==> src/rtl/mem_access_stage.sv <==
// MEM pipeline stage: turns EX/MEM load/store control into a req/gnt/rvalid
// data-memory transaction and returns aligned, extended load data to MEM/WB.
module mem_access_stage #(
  parameter int WIDTH   = 32,
  parameter int TIMEOUT = 64
) (
  input  logic             clk,
  input  logic             rst,
  input  logic             flush,
  input  logic             mem_rd,
  input  logic             mem_wr,
  input  logic [2:0]       funct3,
  input  logic [WIDTH-1:0] addr,
  input  logic [WIDTH-1:0] store_data,
  output logic [WIDTH-1:0] mem_data,
  output logic             stall,
  output logic             misaligned_err,
  output logic             bus_err,
  output logic             dmem_req,
  output logic             dmem_we,
  output logic [WIDTH-1:0] dmem_addr,
  output logic [3:0]       dmem_be,
  output logic [WIDTH-1:0] dmem_wdata,
  input  logic             dmem_gnt,
  input  logic             dmem_rvalid,
  input  logic [WIDTH-1:0] dmem_rdata,
  output logic [2:0]       state
);

  // Handshake: dmem_req/we/addr/be/wdata stay stable from the cycle req rises
  // until the cycle dmem_gnt is sampled high; req drops the cycle after gnt.
  // A load's data returns on dmem_rvalid, no earlier than one cycle after gnt.

  typedef enum logic [2:0] {
    IDLE   = 3'd0,
    REQ    = 3'd1,
    WAIT_R = 3'd2,
    DRAIN  = 3'd3,
    DONE   = 3'd4
  } state_t;

  localparam int CW = (TIMEOUT > 2) ? $clog2(TIMEOUT) : 1;
  localparam logic [CW-1:0] TMAX = CW'(TIMEOUT - 1);

  state_t           fsm, fsm_n;
  logic [CW-1:0]    cnt, cnt_n;
  logic [WIDTH-1:0] mem_data_n, addr_n, wdata_n;
  logic             mis_n, bus_n, req_n, we_n;
  logic [3:0]       be_n;
  logic [2:0]       ld_f3, ld_f3_n;
  logic [1:0]       ld_lane, ld_lane_n;
  logic             access, misaligned, timeout;

  assign state      = fsm;
  assign access     = (mem_rd | mem_wr) & ~flush;
  assign misaligned = ((funct3[1:0] == 2'b01) & addr[0]) |
                      ((funct3[1:0] == 2'b10) & (addr[1:0] != 2'b00));
  assign timeout    = (cnt == TMAX);
  assign stall      = ((fsm == IDLE) & access & ~misaligned) |
                      (fsm == REQ) | (fsm == WAIT_R) | (fsm == DRAIN);

  // Lane extraction uses the funct3/lane captured at issue, not the live
  // inputs, so the returned word is formatted for the instruction that asked.
  function automatic logic [31:0] extract(input logic [31:0] w,
                                          input logic [2:0]  f3,
                                          input logic [1:0]  lane);
    logic [7:0]  b;
    logic [15:0] h;
    case (lane)
      2'd0:    b = w[7:0];
      2'd1:    b = w[15:8];
      2'd2:    b = w[23:16];
      default: b = w[31:24];
    endcase
    h = lane[1] ? w[31:16] : w[15:0];
    case (f3[1:0])
      2'b00:   extract = f3[2] ? {24'h0, b} : {{24{b[7]}}, b};
      2'b01:   extract = f3[2] ? {16'h0, h} : {{16{h[15]}}, h};
      default: extract = w;
    endcase
  endfunction

  always_comb begin
    fsm_n      = fsm;
    cnt_n      = cnt;
    mem_data_n = mem_data;
    mis_n      = 1'b0;
    bus_n      = 1'b0;
    req_n      = dmem_req;
    we_n       = dmem_we;
    addr_n     = dmem_addr;
    be_n       = dmem_be;
    wdata_n    = dmem_wdata;
    ld_f3_n    = ld_f3;
    ld_lane_n  = ld_lane;
    case (fsm)
      IDLE: begin
        cnt_n = '0;
        if (access) begin
          if (misaligned) begin
            mis_n = 1'b1;
          end else begin
            fsm_n     = REQ;
            req_n     = 1'b1;
            we_n      = mem_wr;
            addr_n    = {addr[WIDTH-1:2], 2'b00};
            ld_f3_n   = funct3;
            ld_lane_n = addr[1:0];
            be_n      = 4'b1111;
            wdata_n   = '0;
            if (mem_wr) begin
              case (funct3[1:0])
                2'b00: begin
                  be_n    = 4'b0001 << addr[1:0];
                  wdata_n = {4{store_data[7:0]}};
                end
                2'b01: begin
                  be_n    = 4'b0011 << addr[1:0];
                  wdata_n = {2{store_data[15:0]}};
                end
                default: wdata_n = store_data;
              endcase
            end
          end
        end
      end
      REQ: begin
        cnt_n = cnt + CW'(1);
        if (dmem_gnt) begin
          req_n = 1'b0;
          if (dmem_we) fsm_n = flush ? IDLE : DONE;
          else         fsm_n = flush ? DRAIN : WAIT_R;
        end else if (flush) begin
          req_n = 1'b0;
          fsm_n = IDLE;
        end else if (timeout) begin
          req_n      = 1'b0;
          bus_n      = 1'b1;
          mem_data_n = '0;
          fsm_n      = DONE;
        end
      end
      WAIT_R: begin
        cnt_n = cnt + CW'(1);
        if (flush) begin
          fsm_n = dmem_rvalid ? IDLE : DRAIN;
        end else if (dmem_rvalid) begin
          mem_data_n = extract(dmem_rdata, ld_f3, ld_lane);
          fsm_n      = DONE;
        end else if (timeout) begin
          bus_n      = 1'b1;
          mem_data_n = '0;
          fsm_n      = DONE;
        end
      end
      DRAIN: begin
        cnt_n = cnt + CW'(1);
        if (dmem_rvalid || timeout) fsm_n = IDLE;
      end
      DONE: begin
        cnt_n = '0;
        fsm_n = IDLE;
      end
      default: fsm_n = IDLE;
    endcase
  end

  always_ff @(posedge clk or posedge rst) begin
    if (rst) begin
      fsm            <= IDLE;
      cnt            <= '0;
      mem_data       <= '0;
      misaligned_err <= 1'b0;
      bus_err        <= 1'b0;
      dmem_req       <= 1'b0;
      dmem_we        <= 1'b0;
      dmem_addr      <= '0;
      dmem_be        <= 4'b0000;
      dmem_wdata     <= '0;
      ld_f3          <= 3'b000;
      ld_lane        <= 2'b00;
    end else begin
      fsm            <= fsm_n;
      cnt            <= cnt_n;
      mem_data       <= mem_data_n;
      misaligned_err <= mis_n;
      bus_err        <= bus_n;
      dmem_req       <= req_n;
      dmem_we        <= we_n;
      dmem_addr      <= addr_n;
      dmem_be        <= be_n;
      dmem_wdata     <= wdata_n;
      ld_f3          <= ld_f3_n;
      ld_lane        <= ld_lane_n;
    end
  end

endmodule
==> config.mk <==
export PLATFORM = sky130hd
export DESIGN_NAME = mem_access_stage
export DESIGN_NICKNAME = d
export VERILOG_FILES = /design/src/rtl/mem_access_stage.sv
export SDC_FILE = /design/constraint.sdc
export NUM_CORES = 1
export LEC_CHECK = 0
export CAP_MARGIN = 30
export CELL_PAD_IN_SITES_DETAIL_PLACEMENT = 0
export CELL_PAD_IN_SITES_GLOBAL_PLACEMENT = 2
export CORE_MARGIN = 2
export CORE_UTILIZATION = 25
export DETAILED_ROUTE_END_ITERATION = 10
export PLACE_DENSITY_LB_ADDON = 0.1
export SYNTH_ARGS = -nofsm -noshare
export SYNTH_HDL_FRONTEND = slang
export SYNTH_SLANG_ARGS = --single-unit
==> constraint.sdc <==
create_clock -name clk -period 4.2 [get_ports clk]
set_input_delay 0.84 -clock clk [delete_from_list [all_inputs] [get_ports clk]]
set_output_delay 0.84 -clock clk [all_outputs]
set_load 0.05 [all_outputs]
==> impl_metrics.toml <==
[placed_design]
gp_congestion = 0.7863
portBuffers = 211
dp_cells = 1098
dpl.hpwl_mm = 13.42

[setup_path]
crit_type = "input port to output port"
r2r_start = "ld_lane[1]"
crit_path_end_kind = "output port"
cp_slowest_cell = "clkdlybuf4s50_1"
crit_required_ns = 3.36
critPathCapture = "stall"
cp_cell_sequence = "clkdlybuf4s50_1, nor2_1, o31ai_2, or4_4, o21ai_0, buf_4"
reg2reg_to = "mem_data[29]"
cpPeakStageDelay_ns = 0.57
critical_path.max_fanout = 6
r2r_setup_slack_ns = 1.84
ff2ff_path_depth = 5
cp-startpoint = "addr[1]"
arrival_ns = 2.60
critPathLaunchType = "input port"

[floorplanning]
fp.coreArea_um2 = 21960
initial_core_util = 0.2559
die_width_um = 153.9
die_height_um = 153.9
rows = 54
ios = 214
dieArea_um2 = 23690

[power_and_ir_drop]
powerDensity_nw_per_um2 = 865.6
p_leak_uw = 0.003835
ir_drop_mv = 0.3562

[sta]
final.min_clock_period_ns = 3.442
setup-violations-final = 0
report.final.slew_viol_count = 0
tightest_slew_ns = 0.8728
max_freq_mhz = 290.6
hold_viol_final = 0
relSlewSlack = 0.4165
fin_tns_setup_ns = 0
finalCritPeriodShare = 0.8194
rsz0062_at_grt = "no"
fin_worst_skew_ns = 0.006957

[global_route]
antenna_found_initial = 1
grt_pass1_wl_mm = 30.84
grtUsageTotal = 0.1664
grt_overflow = 0
grt_max_degree = 75
grt_pass1_vias = 5413

[final_layout]
most-common-layout-cells = "nand2_1, clkdlybuf4s50_1, dfrtp_1, a21oi_1"
instances_no_fill = 1130
regArea_um2 = 2903
multi_input_area_um2 = 2456
fillers = 2183
mostFrequentLayoutCell = "nand2_1"
drive_gt1_frac = 0.08127
final_nets = 944
area_growth_pct = 52.19

[clocking]
cts_max_level = 4
worstSkewPairLatency_ns = 0.41
cts_resized = 0
cts_hold_buf = 0
cts_made_buffers = 17
cts-root-buf = "clkbuf_16"
postCtsSetupRepairBufs = 0
cts_sinks = 116
path_clk_slew_ns = 0.05
cts.path.max_buffers = 2
cts_tree = "done"

[hold_path]
hold_path.class = "flip-flop to flip-flop"

[detailed_routing]
via_per_inst = 4.635
drc = 0
met1_length_mm = 8.965
detail-route-antenna-nets = 0
dr.max_layer_used = "met4"
vias = 5237
wl_per_cell_um = 17.19
met2_length_mm = 8.927
wirelength_mm = 19.43
dr_wl_met3_mm = 1.301
dr.pass1.iters = 4
drt-initial-drc-count = 219

[synthesis]
synth_ff_type = "dfrtp_1"
syn_area_um2 = 5619
ys_seq_elements = 116
yosys_warnings = 0
syn_avg_cell_area_um2 = 8.753
synth-seq-area-share = 0.5166
synthDistinctLibCells = 48
synthCells = 642
async_flop_share = 1.000
synth_edf_count = 0

[outcome]
outcome = "complete, no violations"

[job]
max_cap_violations = 0
synthesized netlist by cell type (3+ instances only):
master	count	area share
nand2_1	239	0.16
dfrtp_1	116	0.52
a21oi_1	30	0.027
nand3_1	27	0.024
o21ai_0	27	0.024
clkbuf_1	26	0.017
mux2_2	22	0.044
nor2_1	22	0.015
nor3_1	11	0.0098
o21ai_1	11	0.0098
buf_2	10	0.0089
mux2i_1	9	0.016
o2111ai_1	8	0.012
a22o_1	7	0.011
a31oi_1	7	0.0078
inv_1	7	0.0047
o221ai_1	7	0.011
buf_6	6	0.012
nor2b_1	5	0.0056
a221oi_1	4	0.0062
nand2b_1	4	0.0045
a211oi_1	3	0.0040
buf_4	3	0.0040
xor2_1	3	0.0047
stage by stage:
step / hold WS, ns / total power [uW] / utilization / setup WS [ns] / cell area, um2
6_report: 0.4643 / 7402 / 0.3895 / 0.7585 / 8552
3_3_place_gp: 0.4511 / 5932 / 0.3619 / 0.7864 / 7948
4_1_cts: 0.4694 / 7511 / 0.3893 / 0.7717 / 8549
2_1_floorplan: 0.5046 / 4564 / - / 0.2876 / 5623
3_5_place_dp: 0.4566 / 5954 / 0.3619 / 0.7755 / 7948
5_1_grt: 0.4930 / 7841 / 0.3893 / 0.7033 / 8549
layer usage:
layer | vias up | track usage
met3 | 14 | 0.05383
met4 | 0 | 0.05652
met2 | 153 | 0.2565
met5 | - | 0
met1 | 2510 | 0.2207
li1 | 2560 | -
registers in the layout, summed over array words and instances (netlist names):
name,flops
mem_data,32
ld_lane,2
dmem_req,1
misaligned_err,1
dmem_wdata,32
dmem_be,4
ld_f3,3
state,3
cnt,6
dmem_addr,30
dmem_we,1
bus_err,1
worst min path at each step:
stage                    from              to  slack (ns)  depth (start not counted)
2_1_floorplan        ld_f3[2]        ld_f3[2]        0.50                          2
3_3_place_gp    dmem_wdata[3]   dmem_wdata[3]        0.45                          2
3_5_place_dp    dmem_wdata[5]   dmem_wdata[5]        0.46                          2
4_1_cts        dmem_wdata[18]  dmem_wdata[18]        0.47                          2
5_1_grt         dmem_wdata[6]   dmem_wdata[6]        0.49                          2
6_report        dmem_wdata[4]   dmem_wdata[4]        0.46                          2
where the power goes:
group / leakage [uW] / internal [uW] / total [uW] / switching [uW]
Clock: 0.000288 / 974 / 1500 / 523
Combinational: 0.00206 / 1280 / 3930 / 2660
Sequential: 0.00149 / 1600 / 1970 / 367
worst max-delay path: cells and delay by family:
kind                   cells  cell delay, ns
and+or+nand+nor            2            0.34
AOI/OAI and AO/OA          2            0.62
buffers and inverters      2            0.78
layout make-up:
| class | instances | share of cell area |
|---|---|---|
| antenna | 1 | 0.0002926 |
| clock buffer | 22 | 0.05545 |
| clock inverter | 9 | 0.01492 |
| inverter | 7 | 0.003365 |
| multi-input combinational | 474 | 0.2872 |
| sequential | 116 | 0.3394 |
| tap | 280 | 0.04097 |
| timing repair buffer | 221 | 0.2584 |
cells by family (layout without fill, tap and decap cells):
family                   Yosys count  count (layout)  synth area share
AND/OR/NAND/NOR                  320             320            0.2363
AO/OA/AOI/OAI                    116             116            0.1303
flip-flops                       116             116            0.5166
buffers and inverters             53             259           0.04765
multiplexers                      31              31           0.06012
XOR/XNOR                           4               4          0.006236
adder cells (fa/ha/maj)            1               1          0.002226
other                              1               3         0.0006674
Power figures use the tool's default switching activity.
==> variant (config.mk and constraints unchanged) <==
`mem_data`, `dmem_addr`, `dmem_be` and `dmem_wdata` no longer have a reset.
--- a/src/rtl/mem_access_stage.sv
+++ b/src/rtl/mem_access_stage.sv
@@ -170,12 +170,8 @@
       fsm            <= IDLE;
       cnt            <= '0;
-      mem_data       <= '0;
       misaligned_err <= 1'b0;
       bus_err        <= 1'b0;
       dmem_req       <= 1'b0;
       dmem_we        <= 1'b0;
-      dmem_addr      <= '0;
-      dmem_be        <= 4'b0000;
-      dmem_wdata     <= '0;
       ld_f3          <= 3'b000;
       ld_lane        <= 2'b00;
@@ -183,12 +179,8 @@
       fsm            <= fsm_n;
       cnt            <= cnt_n;
-      mem_data       <= mem_data_n;
       misaligned_err <= mis_n;
       bus_err        <= bus_n;
       dmem_req       <= req_n;
       dmem_we        <= we_n;
-      dmem_addr      <= addr_n;
-      dmem_be        <= be_n;
-      dmem_wdata     <= wdata_n;
       ld_f3          <= ld_f3_n;
       ld_lane        <= ld_lane_n;
@@ -196,3 +188,10 @@
   end
 
+  always_ff @(posedge clk) begin
+    mem_data   <= mem_data_n;
+    dmem_addr  <= addr_n;
+    dmem_be    <= be_n;
+    dmem_wdata <= wdata_n;
+  end
+
 endmodule
Check against the original RTL: not equivalent (a bounded check fails within 4 cycles, from zero or initial values and one cycle with rst high).
==> variant against the original RTL <==
- non-clock buffer count is 2 lower
- routed wire length is 9.3% lower
- via count is 17% lower
- sequential cell count stayed put
- core utilization is 0.051 points lower
- setup slack better by 0.33 ns
- hold slack better by 0.090 ns
- die area is 2.1% lower
- synthesized area is 2.2% lower
- critical path type unchanged
- clock skew is 0.00063 ns higher
- largest cell class unchanged
- design area is 1.4% lower
- first-iteration DRC count is 8.7% higher
Power is not compared: it rests on default switching activity, and its combinational part moved more than twofold at a synthesized area within 25%.
==> variant: results (changes against the original RTL) <==
Parameter                              Value

Global routing
  Overall global routing resource usage ... 0.153 (was 0.166)
  Largest net degree at the start of global routing ... 45 (was 75)
  Number of antenna violations at the first check in global routing ... 0 (was 1)
  First-pass GRT wire length ... 27000 um (was 30800 um)

Power and ir drop
  Static Leakage ... 3.04 nW

Timing
  Worst-Margin Slew ... 0.972 ns (was 0.873 ns)
  Post-route clock skew ... 0.00759 ns (was 0.00696 ns)

Worst setup path
  Delay of the slowest critical-path stage ... 0.55 ns (was 0.57 ns)
  Data arrival at the endpoint of the critical path ... 2.28 ns (was 2.60 ns)
  Max FO, Critical Path ... 9 (was 6)
  Flop2flop setup slack ... 1.62 ns (was 1.84 ns)
  Highest-delay cell along the critical path ... clkdlybuf4s50_1 (unchanged)

Placed design
  Number of buffers inserted by port buffering ... 211 (unchanged)
  Half-perimeter wire length after placement ... 12800 um (was 13400 um)
  Final weighted congestion in routability-driven placement ... 0.771 (was 0.786)
  Instance area at placement ... 7890 um^2 (was 7950 um^2)

Synth
  Count of flip-flops with a built-in enable after synthesis ... 98 (was 0)
  Fraction of registers with async set or reset after synthesis ... 0.155 (was 1.00)
  Post-synthesis cell type count ... 59 (was 48)
  Fraction of the yosys area taken by sequential cells ... 0.617 (was 0.517)
  Synth top area cells ... edfxtp_1 54%, dfrtp_1 8.2%, mux2i_1 3.5% (was dfrtp_1 52%, nand2_1 16%, mux2_2 4.4%)
  Most used standard cells in the synthesized netlist ... 98 x edfxtp_1, 28 x a21oi_1, 24 x nand2_1 (was 239 x nand2_1, 116 x dfrtp_1, 30 x a21oi_1)

CTS
  Clk Tree Root Cell ... clkbuf_16 (unchanged)
  Clock Tree Buf Depth ... 2 (unchanged)
  Buffers inserted during post-CTS setup optimization ... 0 (unchanged)
  Source-to-sink clock delay at the later pin of the worst-skew pair ... 0.42 ns
  Number of clock buffers inserted by TritonCTS ... 17 (unchanged)

Floorplan
  Number of core rows ... 54 (unchanged)

Drt
  Number of iterations in the first detailed-routing pass ... 4 (unchanged)
  Violation count after the first detailed-routing iteration ... 238 (was 219)
  Total routed wirelength ... 17600 um (was 19400 um)
  DR vias ... 4361 (was 5237)

Finish
  Total inserted antenna cells ... 0 (was 1)
  Fraction of layout instances using a drive strength above 1 ... 0.0864 (was 0.0813)
  Number of filler cells placed in the layout ... 2100 (was 2183)
  Total Nets Final ... 742 (was 944)

Run status
  Status ... finished, final reports clean (unchanged)
-- variant: cell types whose count changed after synthesis, sizes merged, moves of 10 or more --
cell and delta:
clkbuf -12, a221o +16, nor2b +16, edfxtp +98
dfrtp -98, and2 +16, nand2 -215, mux2 -16
o21bai +12, o21ai -14, nand3 -24, mux2i +10
-- variant: path summary, 6_finish.rpt --
| check | startpoint | to | cells past startpoint |
|---|---|---|---|
| setup / recovery | flush | stall | 5 |
| hold / removal | cnt[5] | cnt[5] | 2 |
| setup reg to reg | ld_lane[1] | mem_data[7] | 4 |
| hold reg to reg | cnt[5] | cnt[5] | 2 |
| max in group asynchronous | rst | cnt[2] | 2 |
| min in group asynchronous | rst | ld_lane[0] | 2 |
-- variant: kinds of logic after synthesis --
group / Yosys count / share of synthesized area
AO/OA/AOI/OAI: 138 / 0.181
flip-flops: 116 / 0.617
AND/OR/NAND/NOR: 105 / 0.106
buffers and inverters: 37 / 0.0344
multiplexers: 26 / 0.0517
XOR/XNOR: 4 / 0.00637
adder cells (fa/ha/maj): 1 / 0.00228
other: 1 / 0.000682
-- variant: area by class of cell --
class                   instances  share of cell area
well taps                     280              0.0415
clock buffers                  17              0.0504
multi-input cells             276               0.229
flip-flops and latches        116               0.402
inverters                       5             0.00222
repair buffers                219               0.260
clock inverters                15              0.0147
-- variant: stage by stage --
step	power [mW]	worst slack (ns)	hold WS, ns	cells	util
floorplan	3.07	0.442	0.506	429	-
global placement	3.76	1.12	0.542	896	0.364
detailed placement	3.78	1.07	0.554	896	0.364
CTS	5.16	1.05	0.565	928	0.389
global route	5.34	0.946	0.595	928	0.389
finish	5.08	1.08	0.554	928	0.389
-- variant: report_power, final --
part | total [mW] | leakage [nW] | switching [mW] | internal [mW]
Sequential | 1.80 | 1.14 | 0.252 | 1.55
Combinational | 1.93 | 1.63 | 1.19 | 0.737
Clock | 1.35 | 0.272 | 0.582 | 0.769
Total | 5.08 | 3.04 | 2.03 | 3.05
-- variant: layer usage --
layer	vias to the layer above	wire [um]	GRT usage
met5	-	0	0
met4	0	362	0.0583
met3	22	1040	0.0429
met2	157	8370	0.240
met1	2121	7850	0.201
li1	2061	-	-
-- variant: worst register-to-register path: stages (launching register included) --
cell and delay [ns]:
dfrtp_1 0.95, nor2b_1 0.77, mux2i_1 0.26, nand2_1 0.07, a32o_1 0.28
